**src/rtl/uart_pkg.sv**
```systemverilog
// Shared UART definitions: FSM state encoding, parity sense and default bit timing.
// The PARITY state is present only when UART_TX_PARITY_EN is defined.
package uart_pkg;

    typedef enum logic [2:0] {
        IDLE    = 3'd0,
        START   = 3'd1,
        DATA    = 3'd2,
`ifdef UART_TX_PARITY_EN
        PARITY  = 3'd3,
`endif
        STOP    = 3'd4,
        CLEANUP = 3'd5
    } uart_state_t;

    localparam logic PAR_EVEN = 1'b0;
    localparam logic PAR_ODD  = 1'b1;

    localparam int CLKS_PER_BIT_DEFAULT = 87;

endpackage

```
**src/rtl/uart_baud_cnt.sv**
```systemverilog
// Bit-period counter: counts enabled cycles and pulses bit_end on the last cycle
// of each bit, restarting from zero at every bit boundary.
module uart_baud_cnt #(
    parameter int CLKS_PER_BIT = 87
) (
    input  logic clk,
    input  logic rst_n,
    input  logic clear,
    input  logic enable,
    output logic bit_end
);

    localparam int            CW   = (CLKS_PER_BIT > 2) ? $clog2(CLKS_PER_BIT) : 1;
    localparam logic [CW-1:0] LAST = CW'(CLKS_PER_BIT - 1);

    logic [CW-1:0] cnt;

    assign bit_end = enable && (cnt == LAST);

    always_ff @(posedge clk or negedge rst_n) begin
        if (!rst_n) begin
            cnt <= '0;
        end else if (clear) begin
            cnt <= '0;
        end else if (enable) begin
            cnt <= bit_end ? '0 : cnt + 1'b1;
        end
    end

endmodule

```
**src/rtl/uart_tx_param.sv**
```systemverilog
// Parametrised UART transmitter (start, DATA_BITS LSB first, optional parity, STOP_BITS).
// Define UART_TX_PARITY_EN to compile in the PARITY state and parity generation.
//
//   state   | meaning
//   --------+--------------------------------------------------
//   IDLE    | line high, o_Ready=1, accepts i_DV
//   START   | start bit (0) for one bit period
//   DATA    | data bits from latched word, LSB first
//   PARITY  | parity bit (only with UART_TX_PARITY_EN)
//   STOP    | line high for STOP_BITS bit periods
//   CLEANUP | one cycle, o_Sig_Done pulse, i_DV ignored
module uart_tx_param
    import uart_pkg::*;
#(
    parameter int CLKS_PER_BIT = CLKS_PER_BIT_DEFAULT,
    parameter int DATA_BITS    = 8,
    parameter int STOP_BITS    = 1,
    parameter int PARITY_ODD   = 0
) (
    input  logic                 clk,
    input  logic                 i_Rst_L,
    input  logic                 i_DV,
    input  logic [DATA_BITS-1:0] i_Data,
    output logic                 o_Sig_Active,
    output logic                 o_Serial_Data,
    output logic                 o_Sig_Done,
    output logic                 o_Ready
);

    if (CLKS_PER_BIT < 2 || CLKS_PER_BIT > 65535 || DATA_BITS < 5 || DATA_BITS > 9 ||
        (STOP_BITS != 1 && STOP_BITS != 2) ||
        (PARITY_ODD != 0 && PARITY_ODD != 1)) begin : g_bad_param
        $error("uart_tx_param: illegal parameter set");
    end

    localparam logic [3:0] LAST_BIT  = 4'(DATA_BITS - 1);
    localparam logic       LAST_STOP = 1'(STOP_BITS - 1);

    uart_state_t          state;
    logic [DATA_BITS-1:0] data_q;
    logic [3:0]           bit_idx;
    logic                 stop_idx;
    logic                 bit_end;
    logic                 cnt_en;

`ifdef UART_TX_PARITY_EN
    localparam logic PAR_SENSE = (PARITY_ODD != 0) ? PAR_ODD : PAR_EVEN;
    logic            par_q;
`endif

    assign cnt_en = (state != IDLE) && (state != CLEANUP);

    uart_baud_cnt #(
        .CLKS_PER_BIT(CLKS_PER_BIT)
    ) u_baud_cnt (
        .clk    (clk),
        .rst_n  (i_Rst_L),
        .clear  (!cnt_en),
        .enable (cnt_en),
        .bit_end(bit_end)
    );

    always_ff @(posedge clk or negedge i_Rst_L) begin
        if (!i_Rst_L) begin
            state         <= IDLE;
            data_q        <= '0;
            bit_idx       <= '0;
            stop_idx      <= 1'b0;
            o_Serial_Data <= 1'b1;
            o_Sig_Active  <= 1'b0;
            o_Sig_Done    <= 1'b0;
            o_Ready       <= 1'b1;
`ifdef UART_TX_PARITY_EN
            par_q         <= 1'b0;
`endif
        end else begin
            case (state)
                IDLE: begin
                    o_Sig_Done <= 1'b0;
                    if (i_DV) begin
                        data_q        <= i_Data;
`ifdef UART_TX_PARITY_EN
                        par_q         <= ^i_Data ^ PAR_SENSE;
`endif
                        bit_idx       <= '0;
                        stop_idx      <= 1'b0;
                        o_Serial_Data <= 1'b0;
                        o_Sig_Active  <= 1'b1;
                        o_Ready       <= 1'b0;
                        state         <= START;
                    end
                end
                START: begin
                    if (bit_end) begin
                        o_Serial_Data <= data_q[0];
                        state         <= DATA;
                    end
                end
                DATA: begin
                    if (bit_end) begin
                        if (bit_idx == LAST_BIT) begin
`ifdef UART_TX_PARITY_EN
                            o_Serial_Data <= par_q;
                            state         <= PARITY;
`else
                            o_Serial_Data <= 1'b1;
                            state         <= STOP;
`endif
                        end else begin
                            // Shift the latched word so the next bit is always at [1].
                            bit_idx       <= bit_idx + 1'b1;
                            data_q        <= data_q >> 1;
                            o_Serial_Data <= data_q[1];
                        end
                    end
                end
`ifdef UART_TX_PARITY_EN
                PARITY: begin
                    if (bit_end) begin
                        o_Serial_Data <= 1'b1;
                        state         <= STOP;
                    end
                end
`endif
                STOP: begin
                    if (bit_end) begin
                        if (stop_idx == LAST_STOP) begin
                            o_Sig_Active <= 1'b0;
                            o_Sig_Done   <= 1'b1;
                            state        <= CLEANUP;
                        end else begin
                            stop_idx <= 1'b1;
                        end
                    end
                end
                CLEANUP: begin
                    o_Sig_Done <= 1'b0;
                    o_Ready    <= 1'b1;
                    state      <= IDLE;
                end
                default: begin
                    o_Serial_Data <= 1'b1;
                    o_Sig_Active  <= 1'b0;
                    o_Sig_Done    <= 1'b0;
                    o_Ready       <= 1'b1;
                    state         <= IDLE;
                end
            endcase
        end
    end

endmodule

```
**config.mk**
```make
export PLATFORM = sky130hd
export DESIGN_NAME = uart_tx_param
export DESIGN_NICKNAME = d
export VERILOG_FILES = /design/src/rtl/uart_pkg.sv /design/src/rtl/uart_baud_cnt.sv /design/src/rtl/uart_tx_param.sv
export SDC_FILE = /design/constraint.sdc
export NUM_CORES = 1
export LEC_CHECK = 0
export ABC_CLOCK_PERIOD_IN_PS = 2400
export CORE_MARGIN = 2
export CORE_UTILIZATION = 25
export CTS_BUF_LIST = sky130_fd_sc_hd__clkbuf_8
export CTS_CLUSTER_DIAMETER = 200
export DETAILED_ROUTE_END_ITERATION = 8
export SLEW_MARGIN = 25
export SYNTH_ARGS = -nofsm -noshare
export SYNTH_HDL_FRONTEND = slang
export SYNTH_SLANG_ARGS = --single-unit
```
**constraint.sdc**
```tcl
create_clock -name clk -period 2.4 [get_ports clk]
set_clock_uncertainty 0.15 [all_clocks]
set_input_delay 0.48 -clock clk [delete_from_list [all_inputs] [get_ports clk]]
set_output_delay 0.48 -clock clk [all_outputs]
set_load 0.05 [all_outputs]
```
# After elaboration in Yosys (flattened, before gate mapping)

Cells that the tools add are included.

Register bits: 27
Input bits: 11
Output and inout bits: 4
Word-level logic and storage cells: 79

Add/subtract/negate cells: 2
Eq/ne operators: 14
Mux-type cells: 33
Bitwise operators: 4
Reductions and logical operators: 17

Operators by type and width:

| operator                                                                | number |
|---|---|
| 8-bit two-way mux                                                       | 3 |
| 3-bit two-way mux                                                       | 6 |
| 8-bit one-hot mux with 2 select lines                                   | 1 |
| 7-bit two-way mux                                                       | 2 |
| 4-bit two-way mux                                                       | 3 |
| 3-bit one-hot mux with 4 select lines                                   | 1 |
| 4-bit AND reduction                                                     | 3 |
| 1-bit two-way mux                                                       | 11 |
| 2-bit inequality test, second input constant                            | 4 |
| 4-bit one-hot mux with 2 select lines                                   | 1 |
| 7-bit by 1-bit adder with 7-bit output, second input constant           | 1 |
| 7-bit equality test, second input constant                              | 1 |
| 3-bit equality test, second input constant                              | 2 |
| 2-bit by 1-bit inequality test with 1-bit output, second input constant | 3 |
| 1-bit one-hot mux with 2 select lines                                   | 3 |
| 3-bit AND reduction                                                     | 2 |
| 6-bit AND reduction                                                     | 1 |
| 3-bit OR reduction                                                      | 2 |
| 4-bit by 1-bit adder with 4-bit output, second input constant           | 1 |
| 4-bit by 3-bit equality test with 1-bit output, second input constant   | 1 |
| 1-bit NOT                                                               | 4 |
| 1-bit one-hot mux with 4 select lines                                   | 1 |
| 2-bit nonzero test                                                      | 2 |
| 2-bit OR reduction                                                      | 2 |
| other kinds (8)                                                         | 9 |

# Logic depth before layout (Yosys ltp)

Depth in word-level cells: 5
Mapped depth: 9

# Cells and area by module

A second synthesis with hierarchy kept.

Cell total of the unflattened synthesis: 163
Area total of the unflattened synthesis: 1,445.1 µm²

By module, submodules not included:

| module        | instances | cells each | area each (µm²) |
|---|---|---|---|
| uart_tx_param | 1         | 121        | 1,024.7 |
| uart_baud_cnt | 1         | 42         | 420.4 |

# Least setup slack after synthesis

OpenSTA, ideal clock, no wires.

Path type: reg2reg
Start: register u_baud_cnt.cnt[0]
End: register bit_idx[1]
Setup time: 0.125 ns
Arrival time: 1.818 ns
Slack: 0.307 ns
Stages on the path, launching flop included: 10
Path buffers: 3
Clock period less this slack: 2.093 ns
Cells stage by stage: dfrtp_1 > inv_1 > ha_1 > and4b_1 > buf_6 > and2_4 > buf_6 > a32o_2 > buf_6 > mux2_4

Word-level cells in the longest chain between the ends: 4

RTL lines:

| element                                                    | line                 | RTL |
|---|---|---|
| start, declared                                            | uart_baud_cnt.sv:16  | `logic [CW-1:0] cnt;` |
| start signal, assigned                                     | uart_baud_cnt.sv:26  | `cnt <= bit_end ? '0 : cnt + 1'b1;` |
| 7-bit equality test                                        | uart_baud_cnt.sv:18  | `assign bit_end = enable && (cnt == LAST);` |
| 1-bit logical AND                                          | uart_baud_cnt.sv:18  |  |
| 2-bit by 1-bit inequality test with 1-bit output (no line) | -                    |  |
| 4-bit AND reduction (no line)                              | -                    |  |
| end signal, assigned                                       | uart_tx_param.sv:111 | `bit_idx <= bit_idx + 1'b1;` |
| end, declared                                              | uart_tx_param.sv:41  | `logic [3:0] bit_idx;` |

Every way passes these cells.
A chain may end at the register's enable or synchronous reset.

# Worst setup path after layout

Start: register o_Ready
End: output o_Ready

RTL lines:

| element                | line                 | RTL |
|---|---|---|
| start, declared        | uart_tx_param.sv:27  | `output logic o_Ready` |
| start signal, assigned | uart_tx_param.sv:72  | `o_Ready <= 1'b1;` |
| start signal, assigned | uart_tx_param.sv:89  | `o_Ready <= 1'b0;` |
| start signal, assigned | uart_tx_param.sv:138 | `o_Ready <= 1'b1;` |

No word-level cell between the ends.

==> impl_results.md <==
* # diodes at 0
* Commonest cells post-synth: 24 x dfrtp_1, 11 x nor2_1, 8 x mux2_2, 8 x nand2_1, 7 x mux2_4
* Number of global-route vias before repair at a little under 1000
* Static Leak at 0.696 nW
* Max VDD drop at 0.319 mV
* CTS tree: done
* Number of port buffers at 14
* Sw Share at about a third
* Max Cap Violations at 0
* Core footprint at approximately 5500 µm²
* Final Non-Filler Cells at between 200 and 250
* Clock sinks at 26
* Period minus WS final at 2.26 ns
* Worst Path Buf+Inv at 1
* Avg Inst Size Synth at between 10 and 15 µm²
* Synth Net Count at between 100 and 150
* Critical Path Sink Type: output port
* Gr ovfl total at 0
* Post-synthesis xor/xnor area fraction at 3.66%
* Synth area leaders: dfrtp_1 42%, mux2_4 7.3%, mux2_2 6.3%
* Clk root buf: clkbuf_8
* Rows at 27
* Synth area leader: dfrtp_1
* Post-synth cell types at 43
* DIE WIDTH at approximately 80 µm
* Post-cts sizing count at 0
* Setup WS pre-CTS at 0.243 ns
* Detail Route Antenna Nets at 0
* Crit start category: register
* Most used standard cell by instance count after synthesis: dfrtp_1
* Net Switching at 0.000469 W
* Critical path, cell by cell: clkdlybuf4s50_1
* Worst setup path class: reg2out
* Share of layout cells above drive strength 1 at 20.5%
* Synth warnings at 0
* Combinational share of power at between 30% and 40%
* Vias/cell at ~4.4
* Number of post-CTS setup repair buffers at 0
* Main combinational cell family by area after synthesis: simple AND/OR/NAND/NOR gates
* # hold bufs at CTS at 0
* Die height at 79.8 µm
* Area fraction in compound gates after synthesis at 11.1%
* Post-synthesis sequential area ratio at ~46%
* Post-Synth Simple-Gate Area at approximately 17%
* Clock Latency Late Sink at approximately 0.27 ns
* Clock power share at around a fifth
* Largest net degree at the start of global routing at 27
* RSZ-0062 raised after global routing: false
* CP delay by family, top: buffers and inverters
* DRC viols at 0
* Fmax at ~440 MHz
* Final setup violation count at 0
* Top-area cell type share of the netlist area at 41.8%
* Antenna violations before repair at 0
* Gr usage total at about a tenth
* Total die area at 6360 µm²
* Setup TNS at 0 ns
* HP Class: reg2reg
* Post-Syn Area at ~1400 µm²
* CP max FO at 4
* Relative slew slack at around 66%
* Global-route wire length before repair at around 4700 µm
* Top FF cell, synth: dfrtp_1
* Initial Util at between 20% and 30%
* Number of enable flip-flop cells after synthesis at 0
* H-tree lvl count at 1
* Clock Pin Slew Worst Setup and Hold Paths at 0.09 ns
* Sequential share of power at about half
* Drt initial violations at between 70 and 80
* Outcome: finished clean
* Post-Synthesis Cells at 134
* Initial DRT Pass Iterations at 4
* Final-report max-slew violation count at 0
* Data arrival, critical path at 1.63 ns
* Final period util at between 90 and 100%
* CP peak stage delay at around 0.8 ns
* CTS max path bufs at 2
* HPWL Detailed at approximately 1900 µm
* Fin. Hold Viols at 0
* Critical path's slowest cell: clkdlybuf4s50_1
* Layout area overhead at 18.9%
* Worst EP required at 1.77 ns
* Mux share of post-synthesis cell area at between 10 and 15%
* I/O pins at 15
* Async S/R FF share, synth at 100%
* Routability cong. at a little over 0.8
* CTS buffer count at 3
* Register bit total from synthesis at 26
* Post-route setup slack at between 0.1 and 0.15 ns
* Synth Area in Adders at 2.62%
* Inst Count DP at between 200 and 250
* Worst Tran Pin Value at between 0.5 and 0.6 ns
* Filler Cell Count at approximately 580
* WL per Instance at ~12 µm
* Overall power at about 0.0015 W
* PwrDens at 855 nW/µm²
* Nets at roughly 170
* Cell internal pwr at ~0.00099 W
* Min Hold Slack at ~0.34 ns
* Vias at 991
* Total Wirelength at roughly 2700 µm
[state kept, by name, indices dropped and copies added, names as in the netlist]
name,cells
u_baud_cnt.cnt,7
o_Ready,1
state,3
o_Serial_Data,1
data_q,8
bit_idx,4
o_Sig_Done,1
o_Sig_Active,1
[cell usage in the layout, fill, tap and decap left out, types with 4 or more instances in the layout]
cell             count
dfrtp_1             24
clkdlybuf4s50_1     14
nor2_1              11
nand2_1              8
mux2_2               8
mux2_4               7
nor2b_1              6
nand3_1              6
o21ai_0              6
buf_4                6
inv_1                5
a21oi_1              4
clkbuf_8             4
[per-stage QoR]
stage               area, µm²  util (%)
finish                   1710      30.8
global route             1710      30.8
CTS                      1710      30.8
detailed placement       1650      29.8
global placement         1650      29.8
floorplan                1440         -
[worst paths after layout]
path	start	endpoint	slack (ns)	depth (start not counted)
worst min-delay path	u_baud_cnt.cnt[0]$_DFF_PN0_	u_baud_cnt.cnt[0]$_DFF_PN0_	0.34	1
worst min register to register	u_baud_cnt.cnt[0]$_DFF_PN0_	u_baud_cnt.cnt[0]$_DFF_PN0_	0.34	1
worst max-delay path	o_Ready$_DFFE_PN1P_	o_Ready	0.14	1
max in group asynchronous	i_Rst_L	o_Serial_Data$_DFFE_PN1P_	1.39	2
worst max register to register	u_baud_cnt.cnt[0]$_DFF_PN0_	data_q[6]$_DFFE_PN0P_	0.22	6
min in group asynchronous	i_Rst_L	state[0]$_DFFE_PN0P_	0.42	2
[logic make-up after synthesis]
logic type | Yosys count
flops | 26
compound gates | 24
fa+ha+maj | 3
mux | 16
xor+xnor | 6
buf+inv | 12
simple gates | 47
[layer usage]
metal | track usage [%] | vias up | routed length (µm)
met3 | 3.17 | 5 | 151
met2 | 12.9 | 15 | 1120
met5 | 0 | - | 0
li1 | - | 509 | -
met4 | 3.56 | 0 | 50
met1 | 13.6 | 462 | 1370
[power groups by stage]
stage	Clock (W)	Sequential, W	Combinational, W
after floorplan	0	0.000756	0.000290
after global placement	0	0.000716	0.000471
after detailed placement	0	0.000714	0.000475
after CTS	0.000289	0.000706	0.000479
after global routing	0.000317	0.000727	0.000519
final	0.000282	0.000706	0.000471
[area by class of cell]
type / count / area, µm² / area share, %
Clock buffer: 4 / 55.1 / 3.23
Inverter: 5 / 18.8 / 1.10
Multi-Input combinational cell: 96 / 704 / 41.3
Sequential cell: 26 / 653 / 38.3
Tap cell: 72 / 90.1 / 5.28
Timing Repair Buffer: 20 / 185 / 10.9
Power figures use the tool's default switching activity.
